==> config.mk <==
export PLATFORM = sky130hd
export DESIGN_NAME = game_flow_ctrl_flat
export DESIGN_NICKNAME = d
export VERILOG_FILES = /design/src/rtl/game_flow_ctrl_if.sv /design/src/rtl/game_flow_ctrl.sv /design/src/flat_wrapper.sv
export SDC_FILE = /design/constraint.sdc
export NUM_CORES = 1
export LEC_CHECK = 0
export CORE_MARGIN = 2
export CORE_UTILIZATION = 43
export CTS_CLUSTER_DIAMETER = 50
export CTS_CLUSTER_SIZE = 20
export DETAILED_ROUTE_END_ITERATION = 8
export GPL_ROUTABILITY_DRIVEN = 0
export PLACE_DENSITY = 0.71
export REMOVE_ABC_BUFFERS = 1
export SYNTH_ARGS = -nofsm -noshare
export SYNTH_HDL_FRONTEND = slang
export SYNTH_SLANG_ARGS = --single-unit
==> constraint.sdc <==
create_clock -name clk -period 3.1 [get_ports clk]
set_input_delay 0.93 -clock clk [delete_from_list [all_inputs] [get_ports clk]]
set_output_delay 0.93 -clock clk [all_outputs]
set_load 0.03 [all_outputs]
==> src/rtl/game_flow_ctrl_if.sv <==
`default_nettype none
// ============================================================================
//  Module      : game_flow_ctrl_if
//  Description : Bundles the button/event pulses feeding the game-flow
//                sequencer and the state enables / status counters it
//                returns.
//                master : drives the event inputs, observes state/status
//                slave  : the sequencer itself
//  Ports       : tick, start, pause, esc_pause, restart, level_sel,
//                level_clear, life_lost                   (master -> slave)
//                choose_en, ready_en, playing_en, pause_en, over_en, win_en,
//                level, lives, countdown, play_time       (slave -> master)
//  Revision    : 1.0  initial release
// ============================================================================
interface game_flow_ctrl_if #(
   parameter int LVL_W  = 2,
   parameter int LIFE_W = 2,
   parameter int CNT_W  = 2,
   parameter int TIME_W = 10
);
   logic              tick;
   logic              start;
   logic              pause;
   logic              esc_pause;
   logic              restart;
   logic [LVL_W-1:0]  level_sel;
   logic              level_clear;
   logic              life_lost;

   logic              choose_en;
   logic              ready_en;
   logic              playing_en;
   logic              pause_en;
   logic              over_en;
   logic              win_en;
   logic [LVL_W-1:0]  level;
   logic [LIFE_W-1:0] lives;
   logic [CNT_W-1:0]  countdown;
   logic [TIME_W-1:0] play_time;

   modport master (
      output tick, start, pause, esc_pause, restart, level_sel,
             level_clear, life_lost,
      input  choose_en, ready_en, playing_en, pause_en, over_en, win_en,
             level, lives, countdown, play_time
   );

   modport slave (
      input  tick, start, pause, esc_pause, restart, level_sel,
             level_clear, life_lost,
      output choose_en, ready_en, playing_en, pause_en, over_en, win_en,
             level, lives, countdown, play_time
   );
endinterface
`default_nettype wire

==> src/rtl/game_flow_ctrl.sv <==
`default_nettype none
// ============================================================================
//  Module      : game_flow_ctrl
//  Description : Game-flow sequencer: CHOOSE -> READY (countdown) -> PLAYING
//                with PAUSE, multi-level progression, a life counter, OVER
//                and WIN end states, and a saturating play-time counter.
//  Ports       : clk   - system clock, rising edge
//                rstn  - asynchronous active-low reset
//                bus   - game_flow_ctrl_if.slave (event pulses in,
//                        one-hot state enables and status counters out)
//  Revision    : 1.0  initial release
// ============================================================================
module game_flow_ctrl #(
   parameter int NUM_LEVELS = 4,
   parameter int LVL_W      = 2,
   parameter int MAX_LIVES  = 3,
   parameter int LIFE_W     = 2,
   parameter int COUNTDOWN  = 3,
   parameter int CNT_W      = 2,
   parameter int TIME_W     = 10
) (
   input  wire logic         clk,
   input  wire logic         rstn,
   game_flow_ctrl_if.slave   bus
);

   localparam logic [LVL_W-1:0]  C_LAST_LEVEL = LVL_W'(NUM_LEVELS - 1);
   localparam logic [LIFE_W-1:0] C_MAX_LIVES  = LIFE_W'(MAX_LIVES);
   localparam logic [CNT_W-1:0]  C_COUNTDOWN  = CNT_W'(COUNTDOWN);
   localparam logic [TIME_W-1:0] C_TIME_MAX   = '1;

   typedef enum logic [2:0] {
      S_CHOOSE  = 3'd0,
      S_READY   = 3'd1,
      S_PLAYING = 3'd2,
      S_PAUSE   = 3'd3,
      S_OVER    = 3'd4,
      S_WIN     = 3'd5
   } state_t;

   state_t            state_q,     state_d;
   logic [LVL_W-1:0]  level_q,     level_d;
   logic [LIFE_W-1:0] lives_q,     lives_d;
   logic [CNT_W-1:0]  countdown_q, countdown_d;
   logic [TIME_W-1:0] play_time_q, play_time_d;

   // ------------------------------------------------------------------------
   // State and counter registers
   // ------------------------------------------------------------------------
   always_ff @(posedge clk or negedge rstn) begin
      if (!rstn) begin
         state_q     <= S_CHOOSE;
         level_q     <= '0;
         lives_q     <= C_MAX_LIVES;
         countdown_q <= C_COUNTDOWN;
         play_time_q <= '0;
      end else begin
         state_q     <= state_d;
         level_q     <= level_d;
         lives_q     <= lives_d;
         countdown_q <= countdown_d;
         play_time_q <= play_time_d;
      end
   end

   // ------------------------------------------------------------------------
   // Next-state and counter update
   // ------------------------------------------------------------------------
   always_comb begin
      state_d     = state_q;
      level_d     = level_q;
      lives_d     = lives_q;
      countdown_d = countdown_q;
      play_time_d = play_time_q;

      case (state_q)
         S_CHOOSE: begin
            // restart is meaningless here; only start is honoured
            if (bus.start) begin
               state_d     = S_READY;
               level_d     = (bus.level_sel > C_LAST_LEVEL) ? C_LAST_LEVEL
                                                            : bus.level_sel;
               lives_d     = C_MAX_LIVES;
               countdown_d = C_COUNTDOWN;
               play_time_d = '0;
            end
         end

         S_READY: begin
            if (bus.restart) begin
               state_d = S_CHOOSE;
            end else if (bus.tick) begin
               // <= 1 rather than == 1 so a zero count can never stall here
               if (countdown_q <= CNT_W'(1)) begin
                  countdown_d = '0;
                  state_d     = S_PLAYING;
               end else begin
                  countdown_d = countdown_q - 1'b1;
               end
            end
         end

         S_PLAYING: begin
            if (bus.restart) begin
               state_d = S_CHOOSE;
            end else begin
               // The tick is counted even when this cycle leaves PLAYING
               if (bus.tick && (play_time_q != C_TIME_MAX)) begin
                  play_time_d = play_time_q + 1'b1;
               end

               if (bus.pause) begin
                  state_d = S_PAUSE;
               end else if (bus.life_lost) begin
                  lives_d = lives_q - 1'b1;
                  if (lives_q == LIFE_W'(1)) begin
                     state_d = S_OVER;
                  end else begin
                     countdown_d = C_COUNTDOWN;
                     state_d     = S_READY;
                  end
               end else if (bus.level_clear) begin
                  if (level_q == C_LAST_LEVEL) begin
                     state_d = S_WIN;
                  end else begin
                     level_d     = level_q + 1'b1;
                     countdown_d = C_COUNTDOWN;
                     state_d     = S_READY;
                  end
               end
            end
         end

         S_PAUSE: begin
            if (bus.restart) begin
               state_d = S_CHOOSE;
            end else if (bus.esc_pause) begin
               state_d = S_PLAYING;
            end
         end

         S_OVER, S_WIN: begin
            if (bus.restart) begin
               state_d = S_CHOOSE;
            end
         end

         default: begin
            state_d = S_CHOOSE;
         end
      endcase
   end

   // ------------------------------------------------------------------------
   // One-hot enables decoded from the state register only. An illegal
   // encoding is shown as CHOOSE, matching where it recovers to.
   // ------------------------------------------------------------------------
   always_comb begin
      bus.choose_en  = 1'b0;
      bus.ready_en   = 1'b0;
      bus.playing_en = 1'b0;
      bus.pause_en   = 1'b0;
      bus.over_en    = 1'b0;
      bus.win_en     = 1'b0;
      case (state_q)
         S_CHOOSE:  bus.choose_en  = 1'b1;
         S_READY:   bus.ready_en   = 1'b1;
         S_PLAYING: bus.playing_en = 1'b1;
         S_PAUSE:   bus.pause_en   = 1'b1;
         S_OVER:    bus.over_en    = 1'b1;
         S_WIN:     bus.win_en     = 1'b1;
         default:   bus.choose_en  = 1'b1;
      endcase
   end

   assign bus.level     = level_q;
   assign bus.lives     = lives_q;
   assign bus.countdown = countdown_q;
   assign bus.play_time = play_time_q;

endmodule
`default_nettype wire

==> src/flat_wrapper.sv <==
// flat-port wrapper written by rule: the top's interface ports become plain ports
module game_flow_ctrl_flat 
#(
   parameter int NUM_LEVELS = 4,
   parameter int LVL_W      = 2,
   parameter int MAX_LIVES  = 3,
   parameter int LIFE_W     = 2,
   parameter int COUNTDOWN  = 3,
   parameter int CNT_W      = 2,
   parameter int TIME_W     = 10
)
  (clk, rstn, bus_tick, bus_start, bus_pause, bus_esc_pause, bus_restart, bus_level_sel, bus_level_clear, bus_life_lost, bus_choose_en, bus_ready_en, bus_playing_en, bus_pause_en, bus_over_en, bus_win_en, bus_level, bus_lives, bus_countdown, bus_play_time);
  game_flow_ctrl_if #(.LVL_W(LVL_W), .LIFE_W(LIFE_W), .CNT_W(CNT_W), .TIME_W(TIME_W)) bus_i ();
  input  wire logic clk;
  input  wire logic rstn;
  input wire logic [$bits(bus_i.tick)-1:0] bus_tick;
  input wire logic [$bits(bus_i.start)-1:0] bus_start;
  input wire logic [$bits(bus_i.pause)-1:0] bus_pause;
  input wire logic [$bits(bus_i.esc_pause)-1:0] bus_esc_pause;
  input wire logic [$bits(bus_i.restart)-1:0] bus_restart;
  input wire logic [$bits(bus_i.level_sel)-1:0] bus_level_sel;
  input wire logic [$bits(bus_i.level_clear)-1:0] bus_level_clear;
  input wire logic [$bits(bus_i.life_lost)-1:0] bus_life_lost;
  output wire logic [$bits(bus_i.choose_en)-1:0] bus_choose_en;
  output wire logic [$bits(bus_i.ready_en)-1:0] bus_ready_en;
  output wire logic [$bits(bus_i.playing_en)-1:0] bus_playing_en;
  output wire logic [$bits(bus_i.pause_en)-1:0] bus_pause_en;
  output wire logic [$bits(bus_i.over_en)-1:0] bus_over_en;
  output wire logic [$bits(bus_i.win_en)-1:0] bus_win_en;
  output wire logic [$bits(bus_i.level)-1:0] bus_level;
  output wire logic [$bits(bus_i.lives)-1:0] bus_lives;
  output wire logic [$bits(bus_i.countdown)-1:0] bus_countdown;
  output wire logic [$bits(bus_i.play_time)-1:0] bus_play_time;
  assign bus_i.tick = bus_tick;
  assign bus_i.start = bus_start;
  assign bus_i.pause = bus_pause;
  assign bus_i.esc_pause = bus_esc_pause;
  assign bus_i.restart = bus_restart;
  assign bus_i.level_sel = bus_level_sel;
  assign bus_i.level_clear = bus_level_clear;
  assign bus_i.life_lost = bus_life_lost;
  assign bus_choose_en = bus_i.choose_en;
  assign bus_ready_en = bus_i.ready_en;
  assign bus_playing_en = bus_i.playing_en;
  assign bus_pause_en = bus_i.pause_en;
  assign bus_over_en = bus_i.over_en;
  assign bus_win_en = bus_i.win_en;
  assign bus_level = bus_i.level;
  assign bus_lives = bus_i.lives;
  assign bus_countdown = bus_i.countdown;
  assign bus_play_time = bus_i.play_time;
  game_flow_ctrl #(.NUM_LEVELS(NUM_LEVELS), .LVL_W(LVL_W), .MAX_LIVES(MAX_LIVES), .LIFE_W(LIFE_W), .COUNTDOWN(COUNTDOWN), .CNT_W(CNT_W), .TIME_W(TIME_W)) u_core (.clk(clk), .rstn(rstn), .bus(bus_i));
endmodule
# After elaboration in Yosys (flattened, before gate mapping)
# Cells that the tools add are included.
word_totals:
  register_bits: 19
  input_bits: 11
  wordCells: 95
op_classes:
  addsub: 4
  order_cmp: 2
  eq_ne: 26
  muxes: 47
  n_reduce_logical: 11
ops:
  columns: ["op", "n"]
  rows:
  - ["2-to-1 mux 2 bit", 20]
  - ["2-to-1 mux 3 bit", 13]
  - ["2-to-1 mux 10 bit", 3]
  - ["!= test 2 bit, second input constant", 10]
  - ["case mux 10 bit (2 select lines)", 1]
  - ["!= test 3 bit, second input constant", 5]
  - ["case mux 3 bit (5 select lines)", 1]
  - ["adder 10 x 1 -> 10 bit, second input constant", 1]
  - ["!= test 10 bit, second input constant", 1]
  - ["AND reduction 9 bit", 1]
  - ["case mux 2 bit (2 select lines)", 2]
  - ["AND reduction 7 bit", 1]
  - ["equality test 3 x 2 -> 1 bit, second input constant", 2]
  - ["equality test 3 bit, second input constant", 2]
  - ["2-to-1 mux 1 bit", 6]
  - ["case mux 2 bit (3 select lines)", 1]
  - ["AND reduction 6 bit", 1]
  - ["!= test 5 bit, second input constant", 1]
  - ["AND reduction 5 bit", 1]
  - ["OR reduction 5 bit", 1]
  - ["AND reduction 4 bit", 1]
  - ["subtractor 2 x 1 -> 2 bit, second input constant", 2]
  - ["equality test 3 x 1 -> 1 bit, second input constant", 1]
  - ["logical NOT 3 bit", 1]
  - ["11 further kinds", 11]

# Logic depth before layout (Yosys ltp)
# Gate-level depths: netlist of run 1.
depth:
  depth_word: 7
  depth_mapped: 7

# Least setup slack after synthesis of run 1
# No wires, ideal clock.
synth_timing:
  path_type: "register to output"
  startpoint: "reg u_core.state_q[2]"
  endpoint: "out bus_choose_en"
  arrival_ns: 1.473
  required_time_ns: 2.170
  slack_ns: 0.697
  stages_incl_launch_ff: 5
  n_path_buf: 1
  cell_sequence: "dfrtp_1 -> clkbuf_1 -> inv_1 -> and3_1 -> nor2_1"
synth_between:
  elab_chain_cells: 3
synth_rtl:
  columns: ["element", "line", "text"]
  rows:
  - ["start: declaration", "game_flow_ctrl.sv:41", "state_t state_q, state_d;"]
  - ["start signal: assignment", "game_flow_ctrl.sv:58", "state_q <= state_d;"]
  - ["equality test 3 x 1 -> 1 bit, or another cell as far along", "game_flow_ctrl.sv:165", "case (state_q)"]
  - ["OR reduction 5 bit (no line) *", null, null]
  - ["2-to-1 mux 1 bit *", "game_flow_ctrl.sv:165", null]
  - ["end: declaration", "flat_wrapper.sv:24", "output wire logic [$bits(bus_i.choose_en)-1:0] bus_choose_en;"]
# Mark *: on every way between the ends. The rest lies on a longest branch, timed or not.

# Worst setup path after layout of run 1
layout_timing:
  startpoint: "reg u_core.state_q[1]"
  endpoint: "out bus_playing_en"
layout_between:
  elab_chain_cells: 2
layout_rtl:
  columns: ["element", "line", "text"]
  rows:
  - ["equality test 3 x 2 -> 1 bit", "game_flow_ctrl.sv:165", null]
  - ["2-to-1 mux 1 bit", "game_flow_ctrl.sv:165", null]
  - ["end: declaration", "flat_wrapper.sv:26", "output wire logic [$bits(bus_i.playing_en)-1:0] bus_playing_en;"]
# No other way between the ends.

==> results.sh, run 1 <==
export IMPL_io_buffers=32
export IMPL_drt_wl_total_um=3225
export IMPL_critical_path_top_delay_family="buffers and inverters"
export IMPL_powerDensity_nw_per_um2=552.8
export IMPL_vias=1232
export IMPL_hold_class="reg2reg"
export IMPL_final_cell_mix="clkdlybuf4s50_1 (31), inv_1 (14), dfrtp_1 (14)"
export IMPL_p_leak_nw=0.6760
export IMPL_initial_core_util=0.4613
export IMPL_grt_pass1_vias=1183
export IMPL_cts_num_sinks=19
export IMPL_grt_first_pass_wirelength_um=5395
export IMPL_path_buf_inv=2
export IMPL_dieArea_um2=3492
export IMPL_nFillCells=249
export IMPL_die_height_um=59.09
export IMPL_clock_skew_ns=0.003941
export IMPL_hold_violations=0
export IMPL_ios=33
export IMPL_antenna_left=0
export IMPL_h_tree_depth=1
export IMPL_ys_flop_type="dfrtp_1"
export IMPL_drt_iter0_drc=53
export IMPL_cp_max_fo=10
export IMPL_grt_antenna_before_repair=0
export IMPL_synth_area_per_cell_um2=9.126
export IMPL_cts_root_buf="clkbuf_4"
export IMPL_tns_ns=0
export IMPL_crit_path_start_kind="flip-flop"
export IMPL_syn2layout_area_growth_pct=29.43
export IMPL_antennaDiodeCount=0
export IMPL_status="completed"
export IMPL_tightest_slew_ns=0.5377
export IMPL_cts_buffers=3
export IMPL_worstPathCellList="or3b_4, clkinv_4, clkdlybuf4s50_1"
export IMPL_synth_edff_count=0
export IMPL_synth_seq_cells=19
export IMPL_fin_crit_sh=0.9518
export IMPL_clk_pin_slew_worst_paths_ns=0.11
export IMPL_synth_top_family_by_area="compound AO/OA/AOI/OAI gates"
export IMPL_grt_start_max_net_pins=20
export IMPL_grtUsageTotal=0.2001
export IMPL_worstPathArrival_ns=2.02
export IMPL_fin_total_pwr_w=0.0009338
export IMPL_core_um2=2829
export IMPL_synth_seq_area_share=0.3682
export IMPL_relSlewSlack=0.6370
export IMPL_ir_drop_mv=0.2513
export IMPL_worstSetupPathDepth=3
export IMPL_remaining_drc_errors=0
export IMPL_final_setup_viol_count=0
export IMPL_final_common_cell="clkdlybuf4s50_1"
export IMPL_die_x_um=59.09
export IMPL_synthArstFlopShare=1.000
export IMPL_max_stage_delay_ns=0.66
export IMPL_synth_distinct_cells=49
export IMPL_reg2reg_depth=6
export IMPL_grt_ovfl_total=0
export IMPL_postCtsSetupBuffers=0
export IMPL_worstSetupPathType="reg2out"
export IMPL_min_path_cells=2
export IMPL_fin_crit_ns=2.950
export IMPL_end_kind="primary output"
export IMPL_synthMuxAreaShare=0.04123
export IMPL_synth_xor_area_share=0
export IMPL_slowest_stage="clkdlybuf4s50_1"
export IMPL_syn_area_um2=1305
export IMPL_fmax_ghz=0.3389
export IMPL_holdWs_ns=0.4971
export IMPL_finalMaxSlewViolations=0
export IMPL_viasPerCell=5.923
export IMPL_clk_path_buf_depth=2
export IMPL_worst_ep_required_time_ns=2.17
export IMPL_rows=19
export IMPL_insertion_delay_ns=0.29
export IMPL_synth_compound_area_frac=0.2407
export IMPL_cts_tree="yes"
export IMPL_max_cap_viol_count=0
export IMPL_rsz0062_at_grt="false"
export IMPL_nets=194
export IMPL_layout_drive_gt1_share=0.1243
export IMPL_dr_pass1_iters=6
export IMPL_wl_per_cell_um=15.50
export IMPL_yosys_area_share_simple=0.2320
export IMPL_yosys_warnings=0
export IMPL_dpl_hpwl_um=2336
export IMPL_synth_fa_ha_area_frac=0.04794
export IMPL_fin_util=0.5971
export IMPL_synthCells=143
-- synthesized netlist by cell type (all sizes together) (2+ instances only) --
library cell	number	area share
a211oi	4	0.027
a21boi	2	0.012
a21oi	4	0.015
a2bb2oi	2	0.013
a31o	2	0.013
a31oi	7	0.034
a41oi	2	0.013
and2	2	0.0096
and3	5	0.024
and4	3	0.020
buf	2	0.014
clkbuf	3	0.0086
dfrtp	15	0.29
dfstp	4	0.081
ha	5	0.048
inv	14	0.040
mux2	3	0.026
mux2i	2	0.015
nand2	13	0.037
nand2b	3	0.014
nand3	6	0.033
nand4	3	0.014
nor2	5	0.014
nor2b	2	0.0096
nor3	3	0.012
o21ai	8	0.039
-- through the flow --
stage / instances / setup WS [ns] / instance area (um2)
floorplan: 138 / 0.7469 / 1275
global placement: 204 / 0.3988 / 1657
detailed placement: 204 / 0.3827 / 1657
CTS: 208 / 0.03483 / 1683
global route: 208 / 0.05322 / 1689
finish: 208 / 0.1495 / 1689
-- flip-flops by register name, indices dropped and copies added (netlist names) --
signal and count:
u_core.bus.play_time 10, u_core.state_q 3, u_core.bus.countdown 2, u_core.bus.level 2
u_core.bus.lives 2
-- report_power, final --
| part | leakage (nW) | total (W) | internal (W) | switching, W |
|---|---|---|---|---|
| clock network | 0.0150 | 0.000125 | 0.0000500 | 0.0000752 |
| registers | 0.242 | 0.000348 | 0.000297 | 0.0000515 |
| logic | 0.418 | 0.000460 | 0.000205 | 0.000255 |
| total | 0.676 | 0.000934 | 0.000552 | 0.000382 |
-- worst paths after layout --
path	startpoint	endpoint	slack [ns]
max	u_core.state_q[1]	bus_playing_en	0.15
min	u_core.bus.countdown[1]	u_core.bus.countdown[1]	0.50
max reg2reg	u_core.state_q[1]	u_core.bus.countdown[0]	1.05
min reg2reg	u_core.bus.countdown[1]	u_core.bus.countdown[1]	0.50
max in group asynchronous	rstn	u_core.bus.lives[0]	1.87
min in group asynchronous	rstn	u_core.bus.play_time[1]	0.97
-- worst min-delay path, cell delays in order (launching register included) --
cell	delay, ns
dfstp_2	0.39
inv_1	0.06
o2bb2ai_1	0.06
-- what timing repair did --
item,CTS,global route
gates resized for setup,0,3
endpoints found under the setup margin,0,2
endpoints found under the hold margin,0,0
hold buffers,0,0
-- routing by layer --
layer	up-vias	part of all wire	track usage
met3	2	0.033	0.01965
li1	607	-	-
met4	0	0.0053	0.05844
met1	592	0.45	0.2662
met2	31	0.51	0.3444
met5	-	0	0
-- cell type report --
class | count | area [um2] | share of cell area
flip-flops and latches | 19 | 481.7 | 0.2852
inverters | 15 | 61.31 | 0.03630
clock buffers | 4 | 26.28 | 0.01556
multi-input cells | 104 | 735.7 | 0.4356
well taps | 31 | 38.79 | 0.02296
repair buffers | 35 | 345.3 | 0.2044
-- logic make-up (layout without fill, tap and decap cells) --
logic type,Yosys count,in the layout
compound gates,42,42
fa+ha+maj,5,5
simple gates,52,52
mux,5,5
buf+inv,20,54
flops,19,19
Power figures use the tool's default switching activity.
==> run 2: changes to the inputs <==
Settings changed: ABC_AREA set to 1, MAX_ROUTING_LAYER set to met4.
==> run 2 against run 1 <==
  * Sequential power rose by 15%
  * Synthesized cell count grew 45%
  * Register-to-register slack improved by 0.45 ns
  * Critical path type unchanged
  * Critical endpoint is now bus_choose_en
  * Largest power group unchanged
  * Highest routed layer unchanged
==> results.sh, run 2 <==
export IMPL_rr_startpoint="u_core.bus.play_time[0]"
export IMPL_worstPathCellList="inv_1, ha_1, or2_2, inv_1, dlygate4sd2_1"
export IMPL_syn_area_um2=1394
export IMPL_reg2reg_slack_ns=1.50
export IMPL_nets=260
export IMPL_syn2layout_area_growth_pct=28.55
export IMPL_finalMaxSlewViolations=0
export IMPL_setup_slack_ns=0.2343
export IMPL_fmax_ghz=0.3490
export IMPL_slowest_stage="dfrtp_1"
export IMPL_status="completed"
export IMPL_largest_register_ffs=10
export IMPL_met2_usage=0.3072
export IMPL_nFillCells=314
export IMPL_drt_wl_total_um=3153
export IMPL_r2r_end="u_core.bus.play_time[5]"
export IMPL_grt_antenna_before_repair=0
export IMPL_fin_crit_sh=0.9244
export IMPL_synthTopCellsByCount="nand2_1 (77), nor2_1 (20), inv_1 (19), nand3_1 (16), dfrtp_1 (15)"
export IMPL_tns_ns=0
export IMPL_drt_iter0_drc=50
export IMPL_wl_per_cell_um=10.99
export IMPL_antennaDiodeCount=0
export IMPL_antenna_left=0
export IMPL_ir_drop_mv=0.5006
export IMPL_dr_pass1_iters=4
export IMPL_grt_start_max_net_pins=20
export IMPL_yosys_warnings=0
export IMPL_worst_ep_required_time_ns=2.17
export IMPL_synth_area_per_cell_um2=6.701
export IMPL_internal_power_w=0.0006853
export IMPL_worstPathArrival_ns=1.94
export IMPL_worstSetupPathDepth=5
export IMPL_crit_start="u_core.state_q[2]"
export IMPL_postCtsSetupBuffers=0
export IMPL_worstSetupPathType="reg2out"
export IMPL_p_leak_nw=0.8811
export IMPL_reg2reg_depth=9
export IMPL_final_common_cell="nand2_1"
export IMPL_cp_max_fo=6
export IMPL_dp_slack_ns=0.3069
export IMPL_end_kind="primary output"
export IMPL_fin_crit_ns=2.866
export IMPL_dieArea_um2=3713
export IMPL_grt_ovfl_total=0
export IMPL_insertion_delay_ns=0.31
export IMPL_cts_root_buf="clkbuf_4"
export IMPL_synth_seq_area_share=0.3447
export IMPL_hold_violations=0
export IMPL_core_um2=3078
export IMPL_grt_pass1_vias=1273
export IMPL_p_sw_w=0.0007133
export IMPL_initial_core_util=0.4528
export IMPL_relSlewSlack=0.7884
export IMPL_max_stage_delay_ns=0.48
export IMPL_critical_path_top_delay_family="buffers and inverters"
export IMPL_remaining_drc_errors=0
export IMPL_ios=33
export IMPL_grt_first_pass_wirelength_um=5609
export IMPL_synth_largest_area_cell="dfrtp_1"
export IMPL_clk_pin_slew_worst_paths_ns=0.12
export IMPL_seq_power_share=0.286
export IMPL_grt_busiest_layer="met2"
export IMPL_rsz0062_at_grt="false"
export IMPL_io_buffers=32
export IMPL_path_buf_inv=3
export IMPL_clk_path_buf_depth=2
export IMPL_vias=1366
export IMPL_synth_top_area_frac=0.2693
export IMPL_synth_distinct_cells=28
export IMPL_tightest_slew_ns=0.3141
export IMPL_p_comb_frac=0.612
export IMPL_final_cell_mix="nand2_1 (77), clkdlybuf4s50_1 (30), nor2_1 (20)"
export IMPL_grt_met3_usage=0.02559
export IMPL_synth_area_leaders="dfrtp_1 (27%), nand2_1 (21%), dfstp_2 (7.5%)"
export IMPL_swShare=0.5100
export IMPL_crit_path_end="bus_choose_en"
export IMPL_cpMostUsedCell="inv_1"
export IMPL_layout_drive_gt1_share=0.1152
export IMPL_dpl_hpwl_um=2360
export IMPL_hold_class="reg2reg"
export IMPL_crit_path_start_kind="flip-flop"
export IMPL_viasPerCell=4.760
export IMPL_synth_seq_cells=19
export IMPL_clock_skew_ns=0.007390
export IMPL_synthCells=208
export IMPL_synthArstFlopShare=1.000
export IMPL_grtUsageMet1=0.2880
export IMPL_grtUsageTotal=0.2087
export IMPL_clock_power_share=0.102
export IMPL_cts_tree="yes"
export IMPL_final_setup_viol_count=0
export IMPL_die_height_um=60.94
export IMPL_powerDensity_nw_per_um2=780.6
export IMPL_die_x_um=60.94
export IMPL_ys_flop_type="dfrtp_1"
export IMPL_cts_num_sinks=19
export IMPL_cts_buffers=3
export IMPL_yosysMostFrequentCell="nand2_1"
export IMPL_synth_edff_count=0
export IMPL_h_tree_depth=1
export IMPL_max_cap_viol_count=0
export IMPL_rows=20
-- run 2: cells by family after synthesis --
kind of cell | after synthesis | share of synthesized area
and+or+nand+nor | 138 | 0.4470
DFF | 19 | 0.3447
adders and majority gates | 5 | 0.04488
xor gates and xnor gates | 1 | 0.006285
buffers and inverters | 25 | 0.07630
AOI/OAI and AO/OA | 20 | 0.08079
-- run 2: worst min path at each step --
stage / start / end / slack, ns / cells past startpoint
floorplan: u_core.bus.countdown[0] / u_core.bus.countdown[0] / 0.53 / 2
detailed placement: u_core.bus.countdown[0] / u_core.bus.countdown[0] / 0.47 / 2
global placement: u_core.bus.lives[1] / u_core.bus.lives[1] / 0.47 / 2
global route: u_core.bus.countdown[0] / u_core.bus.countdown[0] / 0.51 / 2
finish: u_core.bus.lives[1] / u_core.bus.lives[1] / 0.49 / 2
CTS: u_core.bus.countdown[0] / u_core.bus.countdown[0] / 0.49 / 2
-- run 2: area by class of cell --
| type | count | area, um2 | share of cell area |
|---|---|---|---|
| inverter | 22 | 82.58 | 0.04609 |
| tap | 44 | 55.05 | 0.03073 |
| multi-input combinational | 164 | 807.0 | 0.4504 |
| timing repair buffer | 34 | 336.6 | 0.1878 |
| sequential | 19 | 480.5 | 0.2682 |
| clock inverter | 1 | 7.507 | 0.004190 |
| clock buffer | 3 | 22.52 | 0.01257 |
-- run 2: per-stage QoR --
| stage | total power [W] | instance area [um2] | instances | hold slack, ns | utilization |
|---|---|---|---|---|---|
| floorplan | 0.0009937 | 1370 | 205 | 0.5320 | - |
| global placement | 0.001270 | 1760 | 283 | 0.4745 | 0.5720 |
| detailed placement | 0.001270 | 1760 | 283 | 0.4732 | 0.5720 |
| CTS | 0.001408 | 1789 | 287 | 0.4909 | 0.5813 |
| global route | 0.001528 | 1792 | 287 | 0.5130 | 0.5821 |
| finish | 0.001399 | 1792 | 287 | 0.4884 | 0.5821 |
-- run 2: what timing repair did --
action,CTS,global route
cloned,0,0
setup endpoints to repair,1,1
resized for setup,1,1
hold buffers,0,0
endpoints found under the hold margin,0,0
-- run 2: worst register-to-register path: stages (launching register included) --
cell and delay, ns:
dfrtp_1 0.44, ha_1 0.19, nand2_1 0.09, nor2_2 0.23
nand3_1 0.13, nand2_2 0.11, nand2_4 0.09, nand2_4 0.14
nand2_1 0.07, nand2_1 0.06
-- run 2: power by group through the flow --
stage	Sequential, W	Combinational (W)	Clock, W
2_1_floorplan	0.000498	0.000496	0
3_3_place_gp	0.000405	0.000865	0
3_5_place_dp	0.000402	0.000868	0
4_1_cts	0.000400	0.000863	0.000146
5_1_grt	0.000411	0.000963	0.000155
6_report	0.000400	0.000856	0.000142
-- run 2: per-layer routing --
layer | wire (um) | part of all wire | vias up
li1 | - | - | 734
met1 | 1616 | 0.51 | 598
met2 | 1365 | 0.43 | 28
met3 | 101 | 0.032 | 6
met4 | 69 | 0.022 | 0
met5 | 0 | 0 | -
==> run 3: changes to the inputs <==
Settings changed: CTS_CLUSTER_SIZE 20 to 16.
==> results of run 3 <==
The final DEF is identical to that of run 2; final timing and power are the same.
